## src/rtl/lcd_pixel_unpacker.sv

```systemverilog
// LCD read-side pixel unpacker.
// Pops paired 16-bit words from the Rd1/Rd2 SDRAM read FIFOs on LCD pixel
// requests, unpacks them into R/G/B plus the embedded gray sample, and
// presents registered pixels with their raster position. A FIFO underflow
// produces a fill pixel, and an early frame start is flagged as an error.
module lcd_pixel_unpacker #(
  parameter int unsigned H_ACTIVE = 800,
  parameter int unsigned V_ACTIVE = 480,
  parameter logic [23:0] FILL_RGB = 24'h000000
) (
  input  logic        iClk,
  input  logic        iRst,
  input  logic        iFrameStart,
  input  logic        iLcd_Req,
  input  logic        iShowGray,
  input  logic [15:0] iRd1_data,
  input  logic [15:0] iRd2_data,
  input  logic        iRd1_empty,
  input  logic        iRd2_empty,
  output logic        oRd_req,
  output logic [7:0]  oR,
  output logic [7:0]  oG,
  output logic [7:0]  oB,
  output logic [7:0]  oGray,
  output logic        oPix_valid,
  output logic [15:0] oX,
  output logic [15:0] oY,
  output logic        oUnderflow,
  output logic [15:0] oUnderflow_cnt,
  output logic        oFrame_err
);

  localparam logic [15:0] X_LAST = 16'(H_ACTIVE - 1);
  localparam logic [15:0] Y_LAST = 16'(V_ACTIVE - 1);

  typedef enum logic [1:0] {
    WAIT_FRAME = 2'd0,
    ACTIVE     = 2'd1,
    DRAIN      = 2'd2
  } state_t;

  state_t      state_q, state_d;
  logic [15:0] x_q, x_d;
  logic [15:0] y_q, y_d;
  logic        uf_q, uf_d;
  logic [15:0] uf_cnt_q, uf_cnt_d;
  logic        err_q, err_d;

  // Stage 1: request accepted, FIFO data arrives next cycle
  logic        s1_vld_q, s1_vld_d;
  logic        s1_uf_q, s1_uf_d;
  logic [15:0] s1_x_q, s1_x_d;
  logic [15:0] s1_y_q, s1_y_d;

  // Stage 2: registered pixel outputs
  logic        pix_vld_q, pix_vld_d;
  logic [7:0]  r_q, r_d;
  logic [7:0]  g_q, g_d;
  logic [7:0]  b_q, b_d;
  logic [7:0]  gray_q, gray_d;
  logic [15:0] px_q, px_d;
  logic [15:0] py_q, py_d;

  logic        rd_req;
  logic        fifo_ok;
  logic [15:0] cur_x, cur_y;
  logic [7:0]  unp_gray;

  // Control, position and underflow state registers
  always_ff @(posedge iClk or posedge iRst) begin
    if (iRst) begin
      state_q  <= WAIT_FRAME;
      x_q      <= '0;
      y_q      <= '0;
      uf_q     <= 1'b0;
      uf_cnt_q <= '0;
      err_q    <= 1'b0;
      s1_vld_q <= 1'b0;
      s1_uf_q  <= 1'b0;
      s1_x_q   <= '0;
      s1_y_q   <= '0;
    end else begin
      state_q  <= state_d;
      x_q      <= x_d;
      y_q      <= y_d;
      uf_q     <= uf_d;
      uf_cnt_q <= uf_cnt_d;
      err_q    <= err_d;
      s1_vld_q <= s1_vld_d;
      s1_uf_q  <= s1_uf_d;
      s1_x_q   <= s1_x_d;
      s1_y_q   <= s1_y_d;
    end
  end

  // Frame FSM, FIFO read strobe, raster position and underflow accounting
  always_comb begin
    state_d  = state_q;
    x_d      = x_q;
    y_d      = y_q;
    uf_d     = uf_q;
    uf_cnt_d = uf_cnt_q;
    err_d    = 1'b0;
    s1_vld_d = 1'b0;
    s1_uf_d  = 1'b0;
    s1_x_d   = s1_x_q;
    s1_y_d   = s1_y_q;
    rd_req   = 1'b0;
    fifo_ok  = ~iRd1_empty & ~iRd2_empty;
    cur_x    = x_q;
    cur_y    = y_q;

    case (state_q)
      WAIT_FRAME, DRAIN: begin
        state_d = (state_q == DRAIN) ? WAIT_FRAME : state_q;
        if (iFrameStart) begin
          state_d  = ACTIVE;
          x_d      = '0;
          y_d      = '0;
          uf_d     = 1'b0;
          uf_cnt_d = '0;
        end
      end
      ACTIVE: begin
        // An early frame start restarts the raster; a request in the same
        // cycle is served as the first pixel of the new frame.
        if (iFrameStart) begin
          err_d    = 1'b1;
          cur_x    = '0;
          cur_y    = '0;
          x_d      = '0;
          y_d      = '0;
          uf_d     = 1'b0;
          uf_cnt_d = '0;
        end
        if (iLcd_Req) begin
          rd_req   = fifo_ok;
          s1_vld_d = 1'b1;
          s1_uf_d  = ~fifo_ok;
          s1_x_d   = cur_x;
          s1_y_d   = cur_y;
          if (!fifo_ok) begin
            uf_d = 1'b1;
            if (uf_cnt_d != 16'hFFFF) begin
              uf_cnt_d = uf_cnt_d + 16'd1;
            end
          end
          if (cur_x == X_LAST) begin
            x_d = '0;
            if (cur_y == Y_LAST) begin
              state_d = DRAIN;
            end else begin
              y_d = cur_y + 16'd1;
            end
          end else begin
            x_d = cur_x + 16'd1;
          end
        end
      end
      default: state_d = WAIT_FRAME;
    endcase
  end

  assign unp_gray = {iRd1_data[15], iRd1_data[1:0], iRd2_data[15],
                     iRd2_data[11:10], iRd2_data[1:0]};

  // Unpack the FIFO word pair (or fill on underflow) into the output pixel
  always_comb begin
    pix_vld_d = s1_vld_q;
    r_d       = r_q;
    g_d       = g_q;
    b_d       = b_q;
    gray_d    = gray_q;
    px_d      = px_q;
    py_d      = py_q;
    if (s1_vld_q) begin
      px_d = s1_x_q;
      py_d = s1_y_q;
      if (s1_uf_q) begin
        {r_d, g_d, b_d} = FILL_RGB;
        gray_d          = '0;
      end else begin
        gray_d = unp_gray;
        if (iShowGray) begin
          r_d = unp_gray;
          g_d = unp_gray;
          b_d = unp_gray;
        end else begin
          r_d = iRd2_data[9:2];
          g_d = {iRd1_data[14:10], iRd2_data[14:12]};
          b_d = iRd1_data[9:2];
        end
      end
    end
  end

  // Output pixel registers
  always_ff @(posedge iClk or posedge iRst) begin
    if (iRst) begin
      pix_vld_q <= 1'b0;
      r_q       <= '0;
      g_q       <= '0;
      b_q       <= '0;
      gray_q    <= '0;
      px_q      <= '0;
      py_q      <= '0;
    end else begin
      pix_vld_q <= pix_vld_d;
      r_q       <= r_d;
      g_q       <= g_d;
      b_q       <= b_d;
      gray_q    <= gray_d;
      px_q      <= px_d;
      py_q      <= py_d;
    end
  end

  assign oRd_req        = rd_req;
  assign oR             = r_q;
  assign oG             = g_q;
  assign oB             = b_q;
  assign oGray          = gray_q;
  assign oPix_valid     = pix_vld_q;
  assign oX             = px_q;
  assign oY             = py_q;
  assign oUnderflow     = uf_q;
  assign oUnderflow_cnt = uf_cnt_q;
  assign oFrame_err     = err_q;

endmodule

```

## config.mk

```make
export PLATFORM = sky130hd
export DESIGN_NAME = lcd_pixel_unpacker
export DESIGN_NICKNAME = d
export VERILOG_FILES = /design/src/rtl/lcd_pixel_unpacker.sv
export SDC_FILE = /design/constraint.sdc
export NUM_CORES = 1
export LEC_CHECK = 0
export CORE_MARGIN = 8
export CORE_UTILIZATION = 53
export DETAILED_ROUTE_END_ITERATION = 10
export GPL_TIMING_DRIVEN = 0
export PLACE_DENSITY = 0.82
export RECOVER_POWER = 100
export SLEW_MARGIN = 20
export SYNTH_ARGS = -nofsm -noshare
export SYNTH_HDL_FRONTEND = slang
export SYNTH_SLANG_ARGS = --single-unit
```

## constraint.sdc

```tcl
create_clock -name iClk -period 6.5 [get_ports iClk]
set_input_delay 1.3 -clock iClk [delete_from_list [all_inputs] [get_ports iClk]]
set_output_delay 1.3 -clock iClk [all_outputs]
set_load 0.005 [all_outputs]
```

==> Word level (Yosys, flattened, before mapping) <==
Index checks and enable logic that the tools add are counted.
{ "totals": {"word_cells": 80, "input_bits": 39, "output_inout_bits": 84, "ff_bits": 151} }
{ "classes": {"n_mux": 42, "eq_ne": 9, "add_sub_neg": 3, "n_bitwise": 4, "reduce_logical": 5} }
{ "op_table": {"columns": ["op", "count"], "rows": [
  ["$mux 16", 14],
  ["$pmux 16 s2", 3],
  ["$mux 8", 7],
  ["$add 16x1->16 const B", 3],
  ["$eq 16x10->1 const B", 1],
  ["$eq 16x9->1 const B", 1],
  ["$ne 16x16->1 const B", 1],
  ["$mux 1", 11],
  ["$mux 2", 5],
  ["$ne 2x2->1 const B", 3],
  ["$pmux 2 s2", 1],
  ["$reduce_and 4->1", 1],
  ["$ne 3x3->1 const B", 1],
  ["$not 1->1", 3],
  ["$eq 2x1->1 const B", 1],
  ["$eq 2x2->1 const B", 1],
  ["$logic_not 2->1", 1],
  ["$pmux 1 s2", 1],
  ["$reduce_and 2->1", 1],
  ["$reduce_bool 2->1", 1],
  ["$reduce_or 2->1", 1],
  ["$and 1x1->1", 1]
]} }

==> Depth between registers and ports, before layout <==
{ "logic_depth": {"depth_word": 7, "ltp_mapped": 11} }

==> Worst setup path before layout <==
OpenSTA, ideal clock, no wires.
{ "synth_timing": {"kind": "input port to flip-flop", "start": "in iFrameStart", "end": "reg y_q[3]", "stages": 11, "required_ns": 6.420, "slack_ns": 2.964, "arrival_time_ns": 3.456, "n_path_buf": 3, "cell_sequence": "clkbuf_1 -> buf_4 -> bufbuf_16 -> nand2b_1 -> inv_1 -> ha_1 -> and3_2 -> and4_2 -> a211oi_4 -> and4_1 -> xnor2_1"} }
{ "synth_via": {"elab_chain_len": 7, "elab_cells_between_ends": 11, "classes_between": "add/sub (1); eq/ne (2); mux (8)"} }
{ "synth_rtl": {"columns": ["item", "line", "rtl"], "rows": [
  ["start, declared", "13", "input logic iFrameStart,"],
  ["$mux 16", null, null],
  ["$mux 16", "113", "case (state_q)"],
  ["$add 16x1->16 / $eq 16x9->1 (equally long branches)", "153, 150", null],
  ["$mux 16", "150", "if (cur_y == Y_LAST) begin"],
  ["$mux 16", "148", "if (cur_x == X_LAST) begin"],
  ["$mux 16", "136", "if (iLcd_Req) begin"],
  ["$pmux 16 s2 (*)", "113", null],
  ["end signal, assigned", "85", "y_q <= y_d;"],
  ["end, declared", "44", "logic [15:0] y_q, y_d;"]
]} }
Mark *: on every way between the ends. The rest lies on a longest branch, timed or not. The select of a mux whose other input is x is not followed.
A chain may end at the register's enable or synchronous reset.

==> Worst setup path after layout <==
{ "layout_timing": {"start": "in iFrameStart", "end": "reg y_q[4]"} }
The elaborated chain is that of the path after synthesis.

==> out/metrics.yaml <==
drive_above_1_share: 0.1001
synthFlopType: "dfrtp_1"
synth_nets: 697
r2r-end: "y_q[13]$_DFFE_PP0P_"
endpoint: "y_q[4]$_DFFE_PP0P_"
ys_ff_latch: 151
yosysSeqAreaShare: 0.5397
power.total_mw: 2.172
crit_start: "iFrameStart"
ys_types: 64
coreArea_um2: 13090
swShare: 0.2182
areaGrowthSynthToFinish_pct: 27.98
crit_arrival_ns: 5.47
powerDensity_nw_per_um2: 242.3
synthTopCellsByCount: "dfrtp_1 (151), nand2_1 (103), inv_1 (41)"
outcome: "complete, but fails checks"
min_period_ns: 5.143
worst_setup_path_start_kind: "input pin"
overflow: 0
io_pins: 123
min_from: "s1_y_q[10]$_DFFE_PP0P_"
slowest_delay_ns: 0.76
p_int_mw: 1.698
cp_max_fo: 10
clockBufferDepth: 2
synth_warnings: 0
worst-r2r-setup-slack_ns: 3.80
highest_layer: "met4"
num-fill-cells: 977
grt_max_degree: 114
antenna_found_initial: 0
synth-edff-count: 0
grt_pass1_wl_um: 29290
die_w_um: 130.9
cp-end-kind: "register"
pre_cts_ws_ns: 1.900
syn_inst: 656
hold_path.class: "reg -> reg"
place.gp.congestion: 0.8890
slew_headroom: -0.2079
crit_type: "in -> reg"
yosysMostFrequentCell: "dfrtp_1"
cts.repair.resized: 0
clockRootBuffer: "clkbuf_16"
ir_drop_mv: 0.1128
period_share: 0.7913
timing.final.ws_setup_ns: 1.357
yosys.area.top_type: "dfrtp_1"
met1_length_um: 7452
rows: 42
drt_iter0_drc: 401
cap_violations: 1
grt_setup_unrepaired: "no"
finalSetupViolCount: 0
drv_slew: 39
crit_slowest_cell: "a211oi_1"
grt_usage: 0.2210
setup-tns-final_ns: 0
r2r_cells: 7
grt_pass1_vias: 5686
cts_sinks: 151
p_sw_mw: 0.4738
fmax_mhz: 194.4
wirelength_um: 18260
violations: "max-capacitance violations, max-slew violations"
seq_power_share: 0.454
ant_nets: 0
portBuffers: 121
numCtsBuffers: 17
wire_per_inst_um: 18.54
clkTransAtPathRegs_ns: 0.06
tightest_slew_ns: 1.802
num_antenna_cells: 0
clkPwrFrac: 0.460
hpwl_um: 13450
clock_latency_ns: 0.42
path_cells: "dlygate4sd3_1, clkbuf_1, clkbuf_1, clkbuf_1, nand2b_1, inv_1, ha_1, and3_2, and4_1, a211oi_1, nand4_1, mux2i_1"
met2_length_um: 9087
fin_worst_skew_ns: 0.005855
dr_wl_met3_um: 1449
die_h_um: 130.9
power_frac_comb: 0.086
via_count: 5533
synth_area_per_cell_um2: 10.67
timing.rr.start: "x_q[1]$_DFFE_PP0P_"
final_nets: 838
dieArea_um2: 17150
vias_per_cell: 5.617
start_util: 0.5351
yosys-top-cells-area: "dfrtp_1 (54%), mux2_2 (5.6%), nand2_1 (5.5%)"
cts_tree: "done"
drtPass1Iterations: 5
final_util: 0.6848
synth-async-reset-ratio: 1.000
synth_top_area_frac: 0.5397
p_leak_nw: 4.213
cts-hold-fix-buffers: 0
netlist_area_um2: 7002
cts.htree.levels: 4
crit_path_frequent_cell: "clkbuf_1"
hold_violations: 0
drc: 0
required_ns: 6.83
cts_setup_buffers: 0
==> worst min-delay path by stage <==
stage | endpoint | depth (start not counted)
after floorplan | oPix_valid$_DFF_PP0_ | 0
after global placement | s1_x_q[15]$_DFFE_PP0P_ | 2
after detailed placement | s1_y_q[14]$_DFFE_PP0P_ | 2
after CTS | s1_y_q[14]$_DFFE_PP0P_ | 2
after global routing | s1_y_q[5]$_DFFE_PP0P_ | 2
final | s1_y_q[10]$_DFFE_PP0P_ | 2
==> power by group through the flow <==
stage	Combinational (mW)	Clock, mW	Sequential [mW]
final	0.187	0.999	0.986
after floorplan	0.0897	0	1.00
after global placement	0.195	0	1.00
after CTS	0.204	1.02	0.987
after detailed placement	0.203	0	1.00
after global routing	0.206	1.06	0.988
==> cell usage in the layout (no fill, tap or decap), types with 4 or more instances in the layout <==
| cell type | n |
|---|---|
| mux2_2 | 35 |
| o22ai_1 | 29 |
| and4b_1 | 4 |
| xnor2_1 | 17 |
| o21ai_0 | 23 |
| nor2b_1 | 6 |
| nand2b_1 | 7 |
| clkbuf_1 | 34 |
| nor3_1 | 15 |
| nor4_1 | 7 |
| nand4_1 | 13 |
| nand3b_1 | 20 |
| nand3_1 | 21 |
| nor2_1 | 25 |
| clkbuf_8 | 5 |
| dlygate4sd3_1 | 91 |
| and3_1 | 6 |
| xor2_1 | 13 |
| dfrtp_1 | 151 |
| clkdlybuf4s50_1 | 30 |
| mux2i_1 | 28 |
| clkbuf_16 | 17 |
| inv_1 | 40 |
| nand2_1 | 104 |
| a21oi_1 | 8 |
==> sequential cells by signal, summed over array words and instances, names as in the netlist, 16 cells and up <==
signal,flops
oUnderflow_cnt,16
y_q,16
x_q,16
oY,16
oX,16
s1_y_q,16
s1_x_q,16
==> per-layer routing <==
metal  up-vias  GRT usage
met5         -          0
met1      2732     0.2670
li1       2549          -
met4         0    0.08508
met3        26    0.04789
met2       226     0.3785
==> critical path, delay by kind of cell <==
| kind | cells | cell delay (ns) |
|---|---|---|
| AO/OA/AOI/OAI | 1 | 0.76 |
| AND/OR/NAND/NOR | 4 | 0.92 |
| multiplexers | 1 | 0.22 |
| buffers and inverters | 5 | 2.01 |
| adder cells (fa/ha/maj) | 1 | 0.23 |
==> kinds of logic (layout without fill, tap and decap cells) <==
| logic type | count (synthesis) | count (layout) | share of synthesized area |
|---|---|---|---|
| buf+inv | 76 | 229 | 0.04843 |
| mux | 63 | 63 | 0.09632 |
| flops | 151 | 151 | 0.5397 |
| fa+ha+maj | 2 | 2 | 0.003573 |
| compound gates | 81 | 81 | 0.07470 |
| xor+xnor | 30 | 30 | 0.03753 |
| simple gates | 253 | 253 | 0.1998 |
==> through the flow <==
stage | hold slack [ns] | area, um2 | instances
CTS | 0.4648 | 9076 | 985
floorplan | 0.4088 | 7002 | 656
global route | 0.4886 | 8961 | 985
detailed placement | 0.4515 | 8468 | 954
finish | 0.4631 | 8961 | 985
global placement | 0.4539 | 8433 | 953
==> layout make-up <==
type / count / area (um2) / share of cell area
Buffer: 35 / 150.1 / 0.01676
Clock buffer: 23 / 488.0 / 0.05445
Clock inverter: 8 / 120.1 / 0.01340
Inverter: 41 / 155.1 / 0.01731
Multi-Input combinational cell: 429 / 2810 / 0.3136
Sequential cell: 151 / 3779 / 0.4217
Tap cell: 176 / 220.2 / 0.02457
Timing Repair Buffer: 122 / 1239 / 0.1382
Power figures use the tool's default switching activity.
